## src/rtl/clock_enable_monitor.sv

```systemverilog
// -----------------------------------------------------------------------------
// clock_enable_monitor
//
// Receive-side health monitor for a divided clock-enable strobe. It counts
// source enables (i_ce_mhz) between consecutive divided strobes (i_ce_div),
// reports every measured period, flags periods outside the tolerance window
// (including overruns that never see a closing strobe in time) and declares
// lock after par_lock_count consecutive good periods.
//
// Ports:
//   i_clk_mhz      in   1   system clock, rising edge
//   i_rst_mhz      in   1   synchronous reset, active low
//   i_ce_mhz       in   1   source clock enable being divided
//   i_ce_div       in   1   divided strobe under test (single-cycle pulses)
//   o_locked       out  1   monitor is in lock
//   o_period       out  W   last measured period in i_ce_mhz counts
//   o_period_valid out  1   one-cycle pulse, o_period was updated
//   o_err_pulse    out  1   one-cycle pulse per detected error
//   o_err_count    out  8   saturating error total
//
// Build option: define CE_MONITOR_ERR_COUNT_EN to build the saturating
// o_err_count register; otherwise o_err_count is tied to zero.
// -----------------------------------------------------------------------------
module clock_enable_monitor #(
    parameter int par_ce_divisor = 1000,
    parameter int par_tolerance  = 0,
    parameter int par_lock_count = 4,
    parameter int par_cnt_width  = 16
) (
    input  logic                     i_clk_mhz,
    input  logic                     i_rst_mhz,
    input  logic                     i_ce_mhz,
    input  logic                     i_ce_div,
    output logic                     o_locked,
    output logic [par_cnt_width-1:0] o_period,
    output logic                     o_period_valid,
    output logic                     o_err_pulse,
    output logic [7:0]               o_err_count
);

    localparam int LP_RUN_W = $clog2(par_lock_count + 1);

    localparam logic [par_cnt_width-1:0] LP_LO  = par_cnt_width'(par_ce_divisor - par_tolerance);
    localparam logic [par_cnt_width-1:0] LP_HI  = par_cnt_width'(par_ce_divisor + par_tolerance);
    localparam logic [par_cnt_width-1:0] LP_MAX = {par_cnt_width{1'b1}};
    localparam logic [par_cnt_width-1:0] LP_ONE = par_cnt_width'(1);
    localparam logic [LP_RUN_W-1:0]      LP_RUN_LOCK = LP_RUN_W'(par_lock_count);
    localparam logic [LP_RUN_W-1:0]      LP_RUN_ONE  = LP_RUN_W'(1);

    typedef enum logic [1:0] {
        ST_IDLE = 2'd0,
        ST_ACQ  = 2'd1,
        ST_LOCK = 2'd2
    } state_t;

    state_t                     state_q, state_d;
    logic [par_cnt_width-1:0]   cnt_q, cnt_d;
    logic [LP_RUN_W-1:0]        run_q, run_d;
    logic                       ovr_q, ovr_d;
    logic                       good_s;
    logic                       eval_s;
    logic                       ovr_hit_s;

    logic                       locked_q, locked_d;
    logic [par_cnt_width-1:0]   period_q, period_d;
    logic                       period_valid_q, period_valid_d;
    logic                       err_pulse_q, err_pulse_d;

    // State, enable counter, good-run counter and overrun flag registers.
    always_ff @(posedge i_clk_mhz) begin
        if (!i_rst_mhz) begin
            state_q <= ST_IDLE;
            cnt_q   <= '0;
            run_q   <= '0;
            ovr_q   <= 1'b0;
        end else begin
            state_q <= state_d;
            cnt_q   <= cnt_d;
            run_q   <= run_d;
            ovr_q   <= ovr_d;
        end
    end

    // Next-state logic: period counting, period evaluation and overrun detection.
    always_comb begin
        state_d   = state_q;
        run_d     = run_q;
        ovr_d     = ovr_q;
        ovr_hit_s = 1'b0;
        // cnt_q holds the enables seen since the previous strobe, so it is the
        // period being closed when a strobe arrives.
        good_s    = (cnt_q >= LP_LO) && (cnt_q <= LP_HI);
        eval_s    = i_ce_div && (state_q != ST_IDLE);

        // An enable coincident with the strobe belongs to the new period.
        if (i_ce_div) begin
            cnt_d = {{(par_cnt_width-1){1'b0}}, i_ce_mhz};
        end else if (i_ce_mhz && (cnt_q != LP_MAX)) begin
            cnt_d = cnt_q + LP_ONE;
        end else begin
            cnt_d = cnt_q;
        end

        case (state_q)
            ST_IDLE: begin
                if (i_ce_div) begin
                    state_d = ST_ACQ;
                end else begin
                    state_d = ST_IDLE;
                end
            end
            ST_ACQ, ST_LOCK: begin
                if (i_ce_div) begin
                    ovr_d = 1'b0;
                    if (good_s) begin
                        if (state_q == ST_ACQ) begin
                            run_d = run_q + LP_RUN_ONE;
                            if (run_q == (LP_RUN_LOCK - LP_RUN_ONE)) begin
                                state_d = ST_LOCK;
                            end else begin
                                state_d = ST_ACQ;
                            end
                        end else begin
                            state_d = ST_LOCK;
                        end
                    end else begin
                        run_d   = '0;
                        state_d = ST_ACQ;
                    end
                end else if (i_ce_mhz && (cnt_q == LP_HI) && !ovr_q) begin
                    // Counter steps past the upper tolerance bound: overrun.
                    ovr_hit_s = 1'b1;
                    ovr_d     = 1'b1;
                    run_d     = '0;
                    state_d   = ST_ACQ;
                end else begin
                    state_d = state_q;
                end
            end
            default: begin
                state_d = ST_IDLE;
                run_d   = '0;
                ovr_d   = 1'b0;
            end
        endcase
    end

    // Output next values; an overrun period closes without a second error.
    always_comb begin
        period_d       = period_q;
        period_valid_d = 1'b0;
        err_pulse_d    = 1'b0;
        if (eval_s) begin
            period_d       = cnt_q;
            period_valid_d = 1'b1;
            err_pulse_d    = !good_s && !ovr_q;
        end else if (ovr_hit_s) begin
            err_pulse_d = 1'b1;
        end else begin
            err_pulse_d = 1'b0;
        end
        locked_d = (state_d == ST_LOCK);
    end

    // Registered outputs.
    always_ff @(posedge i_clk_mhz) begin
        if (!i_rst_mhz) begin
            locked_q       <= 1'b0;
            period_q       <= '0;
            period_valid_q <= 1'b0;
            err_pulse_q    <= 1'b0;
        end else begin
            locked_q       <= locked_d;
            period_q       <= period_d;
            period_valid_q <= period_valid_d;
            err_pulse_q    <= err_pulse_d;
        end
    end

    assign o_locked       = locked_q;
    assign o_period       = period_q;
    assign o_period_valid = period_valid_q;
    assign o_err_pulse    = err_pulse_q;

`ifdef CE_MONITOR_ERR_COUNT_EN
    logic [7:0] err_count_q, err_count_d;

    // Saturating error total, advanced together with the error pulse.
    always_comb begin
        if (err_pulse_d && (err_count_q != 8'hFF)) begin
            err_count_d = err_count_q + 8'd1;
        end else begin
            err_count_d = err_count_q;
        end
    end

    // Error total register.
    always_ff @(posedge i_clk_mhz) begin
        if (!i_rst_mhz) begin
            err_count_q <= 8'd0;
        end else begin
            err_count_q <= err_count_d;
        end
    end

    assign o_err_count = err_count_q;
`else
    assign o_err_count = 8'd0;
`endif

endmodule
```

## config.mk

```make
export PLATFORM = sky130hd
export DESIGN_NAME = clock_enable_monitor
export DESIGN_NICKNAME = d
export VERILOG_FILES = /design/src/rtl/clock_enable_monitor.sv
export SDC_FILE = /design/constraint.sdc
export NUM_CORES = 1
export LEC_CHECK = 0
export BUFFER_PORTS_ARGS = -buffer_cell sky130_fd_sc_hd__buf_4
export CAP_MARGIN = 10
export CORE_MARGIN = 1.5
export CORE_UTILIZATION = 50
export DETAILED_ROUTE_END_ITERATION = 6
export MAX_ROUTING_LAYER = met4
export PLACE_DENSITY = 0.82
export SLEW_MARGIN = 0
export SYNTH_ARGS = -nofsm -noshare
export SYNTH_HDL_FRONTEND = slang
export SYNTH_SLANG_ARGS = --single-unit
export TNS_END_PERCENT = 5
```

## constraint.sdc

```tcl
create_clock -name i_clk_mhz -period 1.7 [get_ports i_clk_mhz]
set_input_delay 0.085 -clock i_clk_mhz [delete_from_list [all_inputs] [get_ports i_clk_mhz]]
set_output_delay 0.085 -clock i_clk_mhz [all_outputs]
set_load 0.05 [all_outputs]
```

==> results.py <==
metrics = {
    "worst_setup_path": {
        "worst-endpoint-arrival_ps": 1850,
        "critPathTopFamily": "simple AND/OR/NAND/NOR gates",
        "critPathBufInv": 0,
        "reg2reg_to": "cnt_q[13]",
        "cp.required_ps": 1860,
        "slowest_stage": "a2111oi_1",
        "reg2reg_depth": 5,
        "path_cells": "and3_1, and4_4, a2111oi_1, xnor2_1, nor2_1",
        "critPathMaxFanout": 6,
        "r2r-start": "cnt_q[12]",
        "crit_type": "register to register",
        "r2r_setup_slack_ps": 8,
        "cp-start-kind": "register",
        "cpPeakStageDelay_ps": 480,
        "cp-end-kind": "register",
    },
    "cts": {
        "clock-root-buffer": "clkbuf_8",
        "hold_buffers": 0,
        "tritoncts.num_buffers": 5,
        "cts_tree": "done",
        "clock-sinks": 41,
        "clock_path_buffers": 2,
        "clk_latency_ps": 300,
        "clk_pin_slew_ps": 80,
        "htreeDepth": 2,
    },
    "die": {
        "rows": 23,
        "die_w_um": 67.08,
        "io_pins": 31,
        "fp.dieH_um": 67.08,
        "coreArea_mm2": 0.003971,
        "dieArea_mm2": 0.004500,
        "start_util": 0.5170,
    },
    "global_routing": {
        "antenna_found_initial": 0,
        "met3_usage": 0.06081,
        "grt_overflow_total": 0,
        "track_usage": 0.2057,
        "grt.met1_usage": 0.2407,
        "grt.met2_usage": 0.3342,
        "top_usage_layer": "met2",
        "first_global_vias": 1527,
        "grt_pass1_wl_um": 6789,
        "grt_start_max_net_pins": 29,
    },
    "timing": {
        "hold_viol": 0,
        "skew_ps": 9.088,
        "slew_viol_final": 0,
        "max_freq_ghz": 0.5911,
        "rsz0062_at_grt": "yes",
        "period_minus_slack_ps": 1692,
        "post-route-period-util": 0.9952,
        "fin_tns_setup_ps": 0,
        "hold_ws_ps": 130.1,
        "slew_headroom": 0.5879,
        "tightest_slew_ps": 618.2,
        "setup_ws_ps": 8.221,
        "setup_viol": 0,
    },
    "logic_synthesis": {
        "synthTopCellsByArea": "dfxtp_1 40%, nand2_1 7.5%, a21boi_0 6.6%, ha_1 4.9%, nor2_1 3.5%",
        "avgSynthCellArea_um2": 8.737,
        "synth-compound-area-share": 0.1481,
        "synth_adder_area_share": 0.04875,
        "yosysWarnings": 0,
        "ys_ff_latch": 41,
        "ys_seq_area_frac": 0.3998,
        "synthMuxAreaShare": 0.01950,
        "synth_top_family_by_area": "simple AND/OR/NAND/NOR gates",
        "syn_inst": 235,
        "synth_top_cell_by_area": "dfxtp_1",
        "synth_top_area_frac": 0.3998,
        "synth_xor_area_frac": 0.05545,
        "syn-cell-area_mm2": 0.002053,
        "synth_cell_types": 42,
        "synthSimpleGateAreaFrac": 0.2511,
    },
    "pwr": {
        "leakagePower_nw": 0.9895,
        "p_total_mw": 1.815,
        "power_density_mw_per_mm2": 746.6,
        "ir_drop_mv": 0.4019,
    },
    "min_path": {
        "hold_class": "input pin to register",
        "min_path_cells": 3,
        "hold_path.startpoint": "i_ce_mhz",
        "min_to": "cnt_q[0]",
    },
    "final_layout": {
        "final_nets": 278,
        "layout_commonest_cell": "nand2_1",
        "final_cell_mix": "41 x nand2_1, 39 x dfxtp_1, 38 x buf_4",
        "seqCellArea_um2": 825.8,
        "multi_input_area_mm2": 0.001126,
        "syn2layout_area_growth_pct": 18.40,
        "antenna_cells": 0,
        "layout-drive-gt1-share": 0.2397,
        "fill_cells": 348,
    },
    "drt": {
        "routed_wl_um": 4151,
        "drc_errors": 0,
        "num_vias": 1690,
        "dr.first_iter.drc_count": 82,
        "wl_per_cell_um": 13.09,
        "detail_route.vias_per_cell": 5.331,
        "postRouteAntennaNets": 0,
        "dr.pass1.iters": 4,
    },
    "job": {
        "drv_cap": 0,
    },
    "placement": {
        "dp_worst_setup_slack_ps": -4.173,
        "gp_congestion": 0.8120,
        "port_buffers": 22,
        "hpwl_um": 2928,
    },
    "outcome": {
        "status": "finished clean",
    },
}
==> cells by family (layout without fill, tap and decap cells) <==
group	after synthesis	after routing
mux	4	4
simple gates	101	101
fa+ha+maj	8	8
flops	41	41
xor+xnor	13	13
other cells	1	8
buf+inv	29	54
compound gates	38	38
==> sequential cells by signal, indices dropped and copies added, names as in the netlist <==
name and flops:
cnt_q 16, o_err_pulse 1, o_locked 1, o_period 16, o_period_valid 1, ovr_q 1
run_q 3, state_q 2
==> metrics by stage <==
step / cells / area [um2] / util
2_1_floorplan: 242 / 2082 / -
3_3_place_gp: 307 / 2290 / 0.5766
3_5_place_dp: 307 / 2290 / 0.5766
4_1_cts: 317 / 2414 / 0.6078
5_1_grt: 317 / 2431 / 0.6122
6_report: 317 / 2431 / 0.6122
==> power by group <==
group | leakage (nW) | internal, mW | total [mW] | switching [mW]
combinational | 0.603 | 0.0407 | 0.150 | 0.109
clock | 0.0542 | 0.367 | 0.696 | 0.329
sequential | 0.332 | 0.965 | 0.970 | 0.00475
==> layout make-up <==
class                      instances  area share
multi-input combinational        172      0.4632
tap                               50     0.02573
sequential                        41      0.3397
timing repair buffer              38      0.1173
clock buffer                       7     0.03963
inverter                           8     0.01235
clock inverter                     1    0.002059
==> cells in the mapped netlist (all sizes together) <==
| cell | n |
|---|---|
| nand3 | 7 |
| nand4 | 3 |
| o21ba | 1 |
| and2 | 3 |
| nor2b | 2 |
| dfxtp | 41 |
| nand2b | 3 |
| a211oi | 2 |
| a211o | 1 |
| o21ai | 3 |
| o221a | 1 |
| nand3b | 2 |
| clkbuf | 10 |
| a31oi | 1 |
| xor2 | 7 |
| o211a | 1 |
| o211ai | 3 |
| a21boi | 18 |
| nand2 | 42 |
| or3 | 1 |
| nor4 | 1 |
| buf | 11 |
| nor2 | 19 |
| o21a | 2 |
| conb | 1 |
| nor3 | 3 |
| nor4b | 1 |
| a2111oi | 5 |
| ha | 8 |
| xnor2 | 6 |
| inv | 8 |
| and3b | 1 |
| mux2i | 4 |
| and4 | 4 |
| and3 | 8 |
| nor3b | 1 |
==> layer usage <==
layer  share of wire  routed length, um
met5               0                  0
met2            0.48               1993
met1            0.47               1956
met4          0.0087                 36
met3           0.040                166
==> worst register-to-register path, cell delays in order (launching register included) <==
cell       delay, ps
dfxtp_1          350
and3_1           260
and4_4           230
a2111oi_1        490
xnor2_1          180
nor2_1            60
==> worst max-delay path by stage <==
stage	depth (start not counted)	slack (ps)	from	endpoint
2_1_floorplan	8	6	cnt_q[0]	run_q[0]
3_3_place_gp	7	10	cnt_q[1]	state_q[0]
3_5_place_dp	7	-4	cnt_q[1]	run_q[1]
4_1_cts	7	1	cnt_q[0]	run_q[1]
5_1_grt	5	-100	cnt_q[2]	cnt_q[13]
6_report	5	8	cnt_q[12]	cnt_q[13]
==> what timing repair did <==
| item | CTS | global route |
|---|---|---|
| pin swaps | 1 | 3 |
| resized for setup | 3 | 5 |
| setup endpoints to repair | 5 | 16 |
| setup buffers | 2 | 0 |
Power figures use the tool's default switching activity.
